==> src/rtl/whack_pkg.sv <==
// Shared types and helpers for the hit-or-miss round sequencer.
package whack_pkg;
    localparam int LED_W = 8;
    localparam int CNT_W = 32;

    typedef enum logic [2:0] {
        IDLE = 3'd0,
        ARM  = 3'd1,
        SHOW = 3'd2,
        GAP  = 3'd3,
        DONE = 3'd4
    } state_t;

    typedef struct packed {
        logic [7:0] hits;
        logic [7:0] misses;
        logic [7:0] round_idx;
    } tally_t;

    function automatic logic is_onehot(input logic [LED_W-1:0] v);
        return (v != '0) && ((v & (v - LED_W'(1))) == '0);
    endfunction

    function automatic logic [7:0] sat_inc(input logic [7:0] v);
        return (v == 8'hFF) ? v : v + 8'd1;
    endfunction
endpackage

==> src/rtl/switch_edge.sv <==
// Two-flop synchronizer on the raw switches plus a previous-sample register;
// toggled flags bits that changed between the last two synchronized samples.
module switch_edge
    import whack_pkg::*;
(
    input  logic             clk,
    input  logic             rst,
    input  logic [LED_W-1:0] switch,
    output logic [LED_W-1:0] toggled
);
    logic [LED_W-1:0] sync1, sync2, prev;

    always_ff @(posedge clk or posedge rst) begin
        if (rst) begin
            sync1 <= '0;
            sync2 <= '0;
            prev  <= '0;
        end else begin
            sync1 <= switch;
            sync2 <= sync1;
            prev  <= sync2;
        end
    end

    assign toggled = sync2 ^ prev;
endmodule

==> src/rtl/whack_round_ctrl.sv <==
// Round sequencer: fetch a one-hot target, light it for a window, judge the
// first toggle as hit/miss, pause, and tally over a fixed number of rounds.
module whack_round_ctrl
    import whack_pkg::*;
#(
    parameter int unsigned WINDOW_CYCLES = 100_000_000,
    parameter int unsigned GAP_CYCLES    = 25_000_000,
    parameter int unsigned ROUNDS        = 16
) (
    input  logic             clk,
    input  logic             rst,
    input  logic             start,
    output logic             rand_req,
    input  logic             rand_valid,
    input  logic [LED_W-1:0] rand_led,
    input  logic [LED_W-1:0] switch,
    output logic [LED_W-1:0] led,
    output logic             hit_pulse,
    output logic             miss_pulse,
    output logic [7:0]       hits,
    output logic [7:0]       misses,
    output logic [7:0]       round_idx,
    output logic             busy,
    output logic             done
);
    state_t           state;
    logic [CNT_W-1:0] cnt;
    logic [LED_W-1:0] target;
    logic [LED_W-1:0] toggled;
    tally_t           tally;

    switch_edge u_switch_edge (
        .clk     (clk),
        .rst     (rst),
        .switch  (switch),
        .toggled (toggled)
    );

    // A toggle wins over a timeout landing on the same edge.
    logic window_end, verdict, is_hit;
    assign window_end = (cnt == CNT_W'(WINDOW_CYCLES - 1));
    assign verdict    = (toggled != '0) || window_end;
    assign is_hit     = (toggled == target);

    always_ff @(posedge clk or posedge rst) begin
        if (rst) begin
            state      <= IDLE;
            cnt        <= '0;
            target     <= '0;
            tally      <= '0;
            hit_pulse  <= 1'b0;
            miss_pulse <= 1'b0;
        end else begin
            hit_pulse  <= 1'b0;
            miss_pulse <= 1'b0;
            case (state)
                IDLE, DONE: begin
                    if (start) begin
                        tally <= '0;
                        state <= ARM;
                    end
                end
                ARM: begin
                    if (rand_valid && is_onehot(rand_led)) begin
                        target <= rand_led;
                        cnt    <= '0;
                        state  <= SHOW;
                    end
                end
                SHOW: begin
                    if (verdict) begin
                        if (is_hit) begin
                            hit_pulse  <= 1'b1;
                            tally.hits <= sat_inc(tally.hits);
                        end else begin
                            miss_pulse   <= 1'b1;
                            tally.misses <= sat_inc(tally.misses);
                        end
                        tally.round_idx <= tally.round_idx + 8'd1;
                        cnt   <= '0;
                        state <= GAP;
                    end else begin
                        cnt <= cnt + CNT_W'(1);
                    end
                end
                GAP: begin
                    if (cnt == CNT_W'(GAP_CYCLES - 1)) begin
                        cnt   <= '0;
                        state <= (tally.round_idx == 8'(ROUNDS)) ? DONE : ARM;
                    end else begin
                        cnt <= cnt + CNT_W'(1);
                    end
                end
                default: state <= IDLE;
            endcase
        end
    end

    assign led       = (state == SHOW) ? target : '0;
    assign rand_req  = (state == ARM);
    assign busy      = (state == ARM) || (state == SHOW) || (state == GAP);
    assign done      = (state == DONE);
    assign hits      = tally.hits;
    assign misses    = tally.misses;
    assign round_idx = tally.round_idx;
endmodule

==> config.mk <==
export PLATFORM = sky130hd
export DESIGN_NAME = whack_round_ctrl
export DESIGN_NICKNAME = d
export VERILOG_FILES = /design/src/rtl/whack_pkg.sv /design/src/rtl/switch_edge.sv /design/src/rtl/whack_round_ctrl.sv
export SDC_FILE = /design/constraint.sdc
export NUM_CORES = 1
export LEC_CHECK = 0
export CAP_MARGIN = 30
export CORE_UTILIZATION = 37
export CTS_CLUSTER_DIAMETER = 120
export DETAILED_ROUTE_END_ITERATION = 16
export GPL_TIMING_DRIVEN = 0
export PLACE_DENSITY = 0.6
export SETUP_SLACK_MARGIN = 0.4
export SLEW_MARGIN = 20
export SYNTH_ARGS = -nofsm -noshare
export SYNTH_HDL_FRONTEND = slang
export SYNTH_SLANG_ARGS = --single-unit
==> constraint.sdc <==
create_clock -name clk -period 4.67 [get_ports clk]
set_input_delay 0.7005 -clock clk [delete_from_list [all_inputs] [get_ports clk]]
set_output_delay 0.7005 -clock clk [all_outputs]
set_load 0.02 [all_outputs]
==> run_results.csv, run 1 <==
group,metric,value,unit
min_path,worst_hold_path_type,"reg -> reg",
global_routing,grt_pass1_wl,20400,microns
power_and_ir_drop,leakage,2.47,nW
timing,rsz0062_at_grt,"false",
routing,drtAntennaViolNets,0,
layout,syn_to_final_growth,23.1,%
routing,routed_wl,12200,microns
timing,setup_slack,1040,ps
timing,maxSlewViolCount,0,
floorplan,core_area,12700,sq um
synth,ys_warn_count,0,
global_routing,grt-ovfl-total,0,
power_and_ir_drop,power_density,475,nW/um^2
timing,setup_violations,0,
global_routing,antenna_found_initial,0,
clock_network,clockBufferDepth,2,
clock_network,post_cts_buffers,0,
floorplan,die_h,116,microns
setup_path,crit_arrival,2930,ps
status,outcome,"finished, final reports clean",
timing,hold_viol_final,0,
floorplan,start_util,0.382,
clock_network,insertion_delay,350,ps
floorplan,die-area,13600,sq um
routing,vias,4099,
routing,drcViolationCount,0,
synth,ys_async_sr_fraction,1.00,
clock_network,path_clk_slew,60,ps
placed_design,gp_congestion,0.832,
synth,yosysSeqAreaShare,0.480,
timing,layout_min_cycle_time,3630,ps
power_and_ir_drop,ir_drop,0.368,mV
routing,wire_per_inst,17.0,microns
timing,skew,9.76,ps
clock_network,cts-root-buf,"clkbuf_16",
synth,synth-main-ff-cell,"dfrtp_1",
timing,fin_crit_sh,0.778,
synth,synth.distinct_cells,55,
timing,worst_slew_pin_slew,784,ps
setup_path,cp-start-kind,"flip-flop",
global_routing,grt_usage,0.199,
layout,final_layout_size_suffix_gt1_frac,0.0566,
placed_design,hpwl,8710,microns
placed_design,io_buffers,56,
synth,syn_area,4840,sq um
clock_network,htree_levels,3,
setup_path,critPathMaxFanout,10,
synth,syn-num-nets,500,
flow_run,drv_cap,0,
floorplan,ioPinCount,57,
routing,post_drt_via_cell_ratio,5.69,
synth,synth_cells,475,
clock_network,clock_sinks,93,
clock_network,cts_tree,"done",
setup_path,end_kind,"output pin",
global_routing,grt_pass1_vias,3964,
timing,max_slew_margin,0.473,
timing,fmax,275,MHz
routing,first_pass_iters,6,
global_routing,grt_start_max_net_pins,68,
setup_path,worstSetupPathType,"reg -> out",
routing,drt_iter0_markers,286,
layout,nets,569,
clock_network,cts_buffers,9,
clock_network,cts_resized,0,
placed_design,place_ws,936,ps
setup_path,required,3970,ps
floorplan,fp.dieW,116,microns
clock_network,hold_buffers,0,
synth,synth-edff-count,0,
layout,n_antenna_cell,0,
synth,synth_area_per_cell,10.2,sq um
floorplan,rows,41,
timing,hold_slack,347,ps
synth,ys_ff_latch,93,
-- metal layers --
layer  share of wire  track usage  vias to the layer above  wire [microns]
li1                -            -                     1926               -
met1            0.45        0.266                     2026            5480
met2            0.48        0.318                      127            5830
met3           0.056       0.0405                       20             688
met4           0.018       0.0752                        0             217
met5               0            0                        -               0
-- cell type report --
| type | count | area (sq um) |
|---|---|---|
| plain buffers | 21 | 80.1 |
| clock buffers | 11 | 253 |
| clock inverters | 4 | 47.5 |
| fillers | 1206 | 6710 |
| inverters | 15 | 61.3 |
| multi-input cells | 346 | 2380 |
| flip-flops and latches | 93 | 2330 |
| well taps | 172 | 215 |
| repair buffers | 58 | 599 |
-- cells by family (layout without fill, tap and decap cells) --
| kind of cell | Yosys count | count (layout) | share of synthesized area |
|---|---|---|---|
| compound gates | 112 | 112 | 0.158 |
| xor+xnor | 29 | 29 | 0.0752 |
| mux | 10 | 10 | 0.0227 |
| flops | 93 | 93 | 0.480 |
| simple gates | 189 | 189 | 0.221 |
| buf+inv | 36 | 109 | 0.0281 |
| fa+ha+maj | 6 | 6 | 0.0150 |
-- worst max-delay path, stage by stage (launching register included) --
cell	delay, ps
dfrtp_1	450
nand2b_1	260
nor2_1	620
clkbuf_1	440
and2_1	200
clkdlybuf4s50_1	600
-- cell usage in the layout (no fill, tap or decap), types with 4 or more instances in the layout --
cell type        instances
and2_1                  16
xnor3_1                  8
buf_1                    4
clkbuf_1                16
xor2_1                  14
xnor2_1                  7
o2111ai_1                5
clkbuf_16                9
nor2_1                  28
or3_1                    7
nor4_1                   5
nand4_1                 13
clkdlybuf4s50_1         56
o21ai_0                 13
inv_1                   14
a21o_1                   4
nor4b_1                  5
o211ai_1                11
nor3_1                   8
ha_1                     5
dfrtp_1                 93
nand3b_1                12
nand2b_1                 7
o31ai_1                  4
a22o_1                   9
nand2_1                 27
and3_1                  14
nand3_1                 31
a21oi_1                 15
mux2_2                   8
a31oi_1                 30
-- through the flow --
stage,power [mW],util,cells,instance area (sq um),TNS (ps)
3_3_place_gp,2.05,0.444,703,5620,-4690
5_1_grt,3.01,0.471,720,5960,0
2_1_floorplan,1.74,-,475,4840,0
4_1_cts,2.85,0.471,720,5960,0
3_5_place_dp,2.10,0.447,705,5660,0
6_report,2.83,0.471,720,5960,0
-- sequential cells by signal (all words and copies together), names as in the netlist --
signal,count
cnt,32
hit_pulse,1
hits,8
miss_pulse,1
misses,8
round_idx,8
state,3
target,8
u_switch_edge.prev,8
u_switch_edge.sync1,8
u_switch_edge.sync2,8
-- Yosys cell counts (7+ instances only) --
cell type | number | area (sq um)
a21oi_1 | 15 | 75.1
a22o_1 | 9 | 78.8
a31oi_1 | 30 | 188
and2_1 | 16 | 100
and3_1 | 14 | 87.6
clkbuf_1 | 16 | 60.1
dfrtp_1 | 93 | 2330
inv_1 | 15 | 56.3
mux2_2 | 8 | 90.1
nand2_1 | 27 | 101
nand2b_1 | 7 | 43.8
nand3_1 | 31 | 155
nand3b_1 | 12 | 90.1
nand4_1 | 13 | 81.3
nor2_1 | 28 | 105
nor3_1 | 8 | 40.0
o211ai_1 | 11 | 82.6
o21ai_0 | 13 | 65.1
or3_1 | 7 | 43.8
xnor2_1 | 7 | 61.3
xnor3_1 | 8 | 180
xor2_1 | 14 | 123
-- final timing paths --
kind | from | endpoint | slack (ps) | cells past startpoint
max | state[2]$_DFFE_PP0P_ | led[5] | 1040 | 5
min | u_switch_edge.sync1[1]$_DFF_PP0_ | u_switch_edge.sync2[1]$_DFF_PP0_ | 350 | 0
min reg2reg | u_switch_edge.sync1[1]$_DFF_PP0_ | u_switch_edge.sync2[1]$_DFF_PP0_ | 350 | 0
min in group asynchronous | rst | cnt[3]$_DFFE_PP0P_ | 680 | 2
max in group asynchronous | rst | round_idx[3]$_DFFE_PP0P_ | 3370 | 3
max reg2reg | cnt[0]$_DFFE_PP0P_ | cnt[2]$_DFFE_PP0P_ | 1600 | 10
-- power by group --
part	internal, mW	switching, mW	total (mW)
Clock	0.439	0.307	0.746
Combinational	0.363	0.550	0.913
Sequential	0.968	0.206	1.17
Total	1.77	1.06	2.83
Power figures use the tool's default switching activity.
==> run 2: changes to the inputs <==
PLACE_DENSITY = 0.62   (was 0.6)
clock period = 3.1 ns   (was 4.67 ns; I/O delays follow)
==> run 2 against run 1 <==
Against the previous run:
- utilization grew 2.3 points
- via count shrank 0.90%
- critical path type unchanged
- non-clock buffer count grew 7
- total power grew 59%
- count of clock-buffer cells in the layout is the same
- highest routed layer unchanged
- hold slack lost 4.6 ps
- register-to-register slack lost 1100 ps
- critical endpoint is now rand_req
- die area is the same
- flip-flop and latch count is the same
- sequential power grew 50%
- setup slack lost 540 ps
- sequential share of layout area shrank 1.8 points
- largest power group unchanged
==> run_results.csv, run 2 (synthesized netlist as in run 1, its figures left out) <==
group,metric,value,unit
global_routing,grt_start_max_net_pins,35,
power_and_ir_drop,leakage,2.80,nW
setup_path,crit_arrival,2130,ps
routing,drtAntennaViolNets,0,
min_path,worst_hold_path_type,"reg -> reg",
global_routing,antenna_found_initial,0,
power_and_ir_drop,ir_drop,0.344,mV
clock_network,cts_tree,"done",
routing,vias,4062,
timing,setup_tns,0,ps
clock_network,cts_buffers,9,
floorplan,ioPinCount,57,
floorplan,start_util,0.382,
timing,fin_crit_sh,0.838,
flow_run,drv_cap,0,
timing,rsz0062_at_grt,"false",
routing,wire_per_inst,16.5,microns
routing,drcViolationCount,0,
routing,routed_wl,12000,microns
timing,fmax,385,MHz
layout,nets,576,
setup_path,required,2630,ps
layout,fill_cells,1194,
timing,layout_min_cycle_time,2600,ps
clock_network,clock_sinks,93,
timing,skew,8.95,ps
placed_design,io_buffers,56,
setup_path,worstSetupPathType,"reg -> out",
clock_network,path_clk_slew,60,ps
layout,final_layout_size_suffix_gt1_frac,0.117,
power_and_ir_drop,p_sw_frac,0.359,
layout,largest_register,"cnt",
placed_design,dp.cells,706,
timing,maxSlewViolCount,0,
timing,hold_viol_final,0,
layout,instances_no_fill,728,
floorplan,die-area,13600,sq um
setup_path,critPathMaxFanout,10,
timing,hold_slack,343,ps
status,outcome,"finished, final reports clean",
global_routing,grt_pass1_wl,19900,microns
power_and_ir_drop,clockPowerShare,0.287,
power_and_ir_drop,power.switching,1.62,mW
placed_design,hpwl,8530,microns
power_and_ir_drop,combPwrFrac,0.322,
floorplan,fp.dieW,116,microns
layout,layout_commonest_cell,"dfrtp_1",
clock_network,clockBufferDepth,2,
clock_network,hold_buffers,0,
layout,syn_to_final_growth,29.1,%
clock_network,htree_levels,3,
placed_design,gp_congestion,0.946,
floorplan,die_h,116,microns
global_routing,grt_pass1_vias,3958,
power_and_ir_drop,power.internal,2.89,mW
routing,post_drt_via_cell_ratio,5.58,
floorplan,rows,41,
layout,design_area,6260,sq um
clock_network,insertion_delay,350,ps
power_and_ir_drop,power_density,720,nW/um^2
layout,largest_reg_flops,32,
global_routing,grt-ovfl-total,0,
power_and_ir_drop,power_frac_seq,0.391,
clock_network,cts-root-buf,"clkbuf_16",
floorplan,core_area,12700,sq um
routing,drt_iter0_markers,298,
setup_path,end_kind,"output pin",
routing,first_pass_iters,5,
timing,worst_slew_pin_slew,729,ps
layout,n_antenna_cell,0,
timing,max_slew_margin,0.509,
timing,setup_violations,0,
placed_design,place_area,5670,sq um
layout,mostFrequentLayoutCells,"dfrtp_1 (93), clkdlybuf4s50_1 (44), nand3_1 (30), a31oi_1 (30), nor2_1 (27)",
global_routing,grt_usage,0.191,
setup_path,cp-start-kind,"flip-flop",
## run 2: final timing paths
kind,endpoint,slack [ps],from,depth (start not counted)
min reg2reg,u_switch_edge.sync2[4]$_DFF_PP0_,340,u_switch_edge.sync1[4]$_DFF_PP0_,0
min,u_switch_edge.sync2[4]$_DFF_PP0_,340,u_switch_edge.sync1[4]$_DFF_PP0_,0
max in group asynchronous,round_idx[3]$_DFFE_PP0P_,1930,rst,3
max reg2reg,cnt[31]$_DFFE_PP0P_,540,cnt[8]$_DFFE_PP0P_,9
min in group asynchronous,cnt[30]$_DFFE_PP0P_,580,rst,2
max,rand_req,500,state[0]$_DFFE_PP0P_,3
## run 2: power groups by stage
stage               sequential [mW]  clock, mW  combinational, mW
floorplan                      1.74          0              0.872
CTS                            1.76       1.33               1.43
global route                   1.80       1.38               1.60
detailed placement             1.78          0               1.37
global placement               1.77          0               1.34
finish                         1.76       1.29               1.45
## run 2: final cells by class
class / instances / area [sq um] / share of cell area
multi-input combinational: 346 / 2500 / 0.400
sequential: 93 / 2330 / 0.372
timing repair buffer: 65 / 683 / 0.109
clock buffer: 11 / 253 / 0.0404
tap: 172 / 215 / 0.0344
buffer: 21 / 111 / 0.0178
clock inverter: 5 / 106 / 0.0170
inverter: 15 / 60.1 / 0.00960
## run 2: timing repair
action	in CTS	in global routing
pin swaps	3	4
gates resized for setup	34	25
setup buffers	4	2
endpoints found under the setup margin	62	57
## run 2: critical path: stages (launching register included)
cell             delay, ps
dfrtp_1                400
clkbuf_2               260
nor3b_1                440
clkdlybuf4s50_1        690
## run 2: through the flow
stage / util / setup WS, ps / total power [mW]
after floorplan: - / 518 / 2.62
after global routing: 0.494 / 395 / 4.78
after global placement: 0.444 / -422 / 3.11
after CTS: 0.488 / 411 / 4.51
final: 0.494 / 501 / 4.50
after detailed placement: 0.447 / -408 / 3.15
## run 2: metal layers
metal / track usage / vias up / share of wire
met5: 0 / - / 0
met2: 0.307 / 110 / 0.47
met4: 0.0658 / 0 / 0.016
met3: 0.0446 / 20 / 0.050
met1: 0.253 / 1993 / 0.46
li1: - / 1939 / -
==> run 3: changes to the inputs <==
clock period = 2.3 ns   (was 3.1 ns; I/O delays follow)
==> run 3 against run 2 <==
Against the previous run:
- the run now ends with negative setup slack left
- count of clock-buffer cells in the layout increased by 1
- via count rose by 10%
- hold slack lost 100 ps
- highest routed layer unchanged
==> run_results.csv, run 3 (synthesized netlist as in run 1, its figures left out) <==
group,metric,value,unit
status,outcome,"finished, violations left",
status,violations,"negative setup slack",
timing,setup_violations,3,
power_and_ir_drop,power,7.15,mW
clock_network,hold_buffers,0,
global_routing,grt_start_max_net_pins,33,
layout,mostFrequentLayoutCells,"dfrtp_1 (84), clkdlybuf4s50_1 (40), buf_4 (40)",
flow_run,drv_cap,0,
layout,instances_no_fill,777,
clock_network,clockBufferDepth,2,
setup_path,cp-start-kind,"flip-flop",
placed_design,place_ws,-919,ps
setup_path,required,2580,ps
timing,rsz0062_at_grt,"true",
setup_path,worstSetupPathType,"reg -> reg",
clock_network,htree_levels,3,
timing,worst_slew_pin_slew,614,ps
timing,fmax,428,MHz
global_routing,grt-ovfl-total,0,
timing,maxSlewViolCount,0,
clock_network,clock_sinks,93,
routing,first_pass_iters,4,
routing,wire_per_inst,18.6,microns
setup_path,crit_arrival,2620,ps
layout,syn_to_final_growth,50.7,%
clock_network,insertion_delay,360,ps
timing,fin_crit_sh,1.02,
layout,layout_commonest_cell,"dfrtp_1",
floorplan,core_area,12700,sq um
setup_path,critPathMaxFanout,5,
floorplan,die-area,13600,sq um
global_routing,grt_pass1_wl,22400,microns
power_and_ir_drop,power_density,980,nW/um^2
layout,final_layout_size_suffix_gt1_frac,0.331,
placed_design,gp_congestion,0.872,
routing,drt_iter0_markers,333,
routing,vias,4471,
layout,largest_reg_flops,32,
floorplan,start_util,0.382,
layout,fin_util,0.576,
global_routing,antenna_found_initial,0,
clock_network,cts_tree,"done",
floorplan,die_h,116,microns
floorplan,rows,41,
global_routing,grt_pass1_vias,4294,
placed_design,io_buffers,56,
clock_network,path_clk_slew,70,ps
timing,skew,9.52,ps
timing,max_slew_margin,0.591,
power_and_ir_drop,leakage,3.05,nW
routing,drcViolationCount,0,
clock_network,cts-root-buf,"clkbuf_16",
layout,nets,625,
layout,largest_register,"cnt",
clock_network,cts_buffers,9,
placed_design,hpwl,8850,microns
timing,layout_min_cycle_time,2340,ps
layout,n_antenna_cell,0,
floorplan,ioPinCount,57,
routing,routed_wl,14400,microns
min_path,worst_hold_path_type,"in -> reg",
global_routing,grt_usage,0.218,
floorplan,fp.dieW,116,microns
setup_path,end_kind,"flip-flop",
routing,post_drt_via_cell_ratio,5.75,
timing,setup_slack,-38.5,ps
timing,hold_viol_final,0,
power_and_ir_drop,ir_drop,0.459,mV
routing,drtAntennaViolNets,0,
placed_design,dp.cells,706,
[run 3: changes by cell type in the layout (fill, tap and decap cells not counted), sizes merged]
cell | before | now
dlygate4sd2 | 0 | 2
buf | 14 | 78
clkinv | 1 | 0
clkdlybuf4s15 | 0 | 2
inv | 14 | 15
bufinv | 3 | 0
clkbuf | 27 | 25
clkdlybuf4s50 | 44 | 40
dlymetal6s2s | 12 | 0
clkinvlp | 2 | 4
[run 3: area by class of cell]
type	count	area, sq um
timing repair buffer	114	1160
clock inverter	4	31.3
buffer	21	267
fill	1021	5370
inverter	15	60.1
tap	172	215
clock buffer	12	256
sequential	93	2340
multi-input combinational	346	2970
[run 3: path summary, 6_finish.rpt]
kind / from / to / slack, ps / cells after the start
setup / recovery: cnt[9]$_DFFE_PP0P_ / hits[7]$_DFFE_PP0P_ / -40 / 8
max in group asynchronous: rst / round_idx[2]$_DFFE_PP0P_ / 1150 / 5
min in group asynchronous: rst / target[2]$_DFFE_PP0P_ / 270 / 2
hold reg to reg: u_switch_edge.sync1[3]$_DFF_PP0_ / u_switch_edge.sync2[3]$_DFF_PP0_ / 350 / 0
setup reg to reg: cnt[9]$_DFFE_PP0P_ / hits[7]$_DFFE_PP0P_ / -40 / 8
hold / removal: rand_led[0] / target[0]$_DFFE_PP0P_ / 240 / 2
[run 3: repair_timing]
| action | in CTS | in global routing |
|---|---|---|
| endpoints found under the setup margin | 80 | 80 |
| pin swaps | 33 | 37 |
| setup buffers | 29 | 21 |
| cloned | 4 | 1 |
| gates resized for setup | 155 | 62 |
[run 3: worst max-delay path, cell delays in order, from the launching register on]
cell and delay, ps:
dfrtp_2 450, nor4b_4 320, nand3_2 170, nor4_4 370
buf_6 180, buf_6 120, o2111ai_4 130, or3_1 370
a21oi_1 150
[run 3: power breakdown]
part	internal [mW]	switching, mW	leakage, nW
combinational	1.64	1.58	1.72
clock	0.797	0.672	0.131
sequential	1.97	0.498	1.20
[run 3: metrics by stage]
| step | hold slack, ps | setup TNS [ps] | area (sq um) |
|---|---|---|---|
| after detailed placement | 335 | -32430 | 5860 |
| final | 238 | -81.1 | 7300 |
| after global placement | 331 | -46850 | 5800 |
| after CTS | 229 | -12.6 | 6840 |
| after global routing | 243 | -1170 | 7300 |
| after floorplan | 331 | -393 | 5030 |
[run 3: layer usage]
metal	global-route usage	wire, microns
met2	0.341	6970
met1	0.298	6420
met3	0.0322	730
met4	0.106	303
met5	0	0
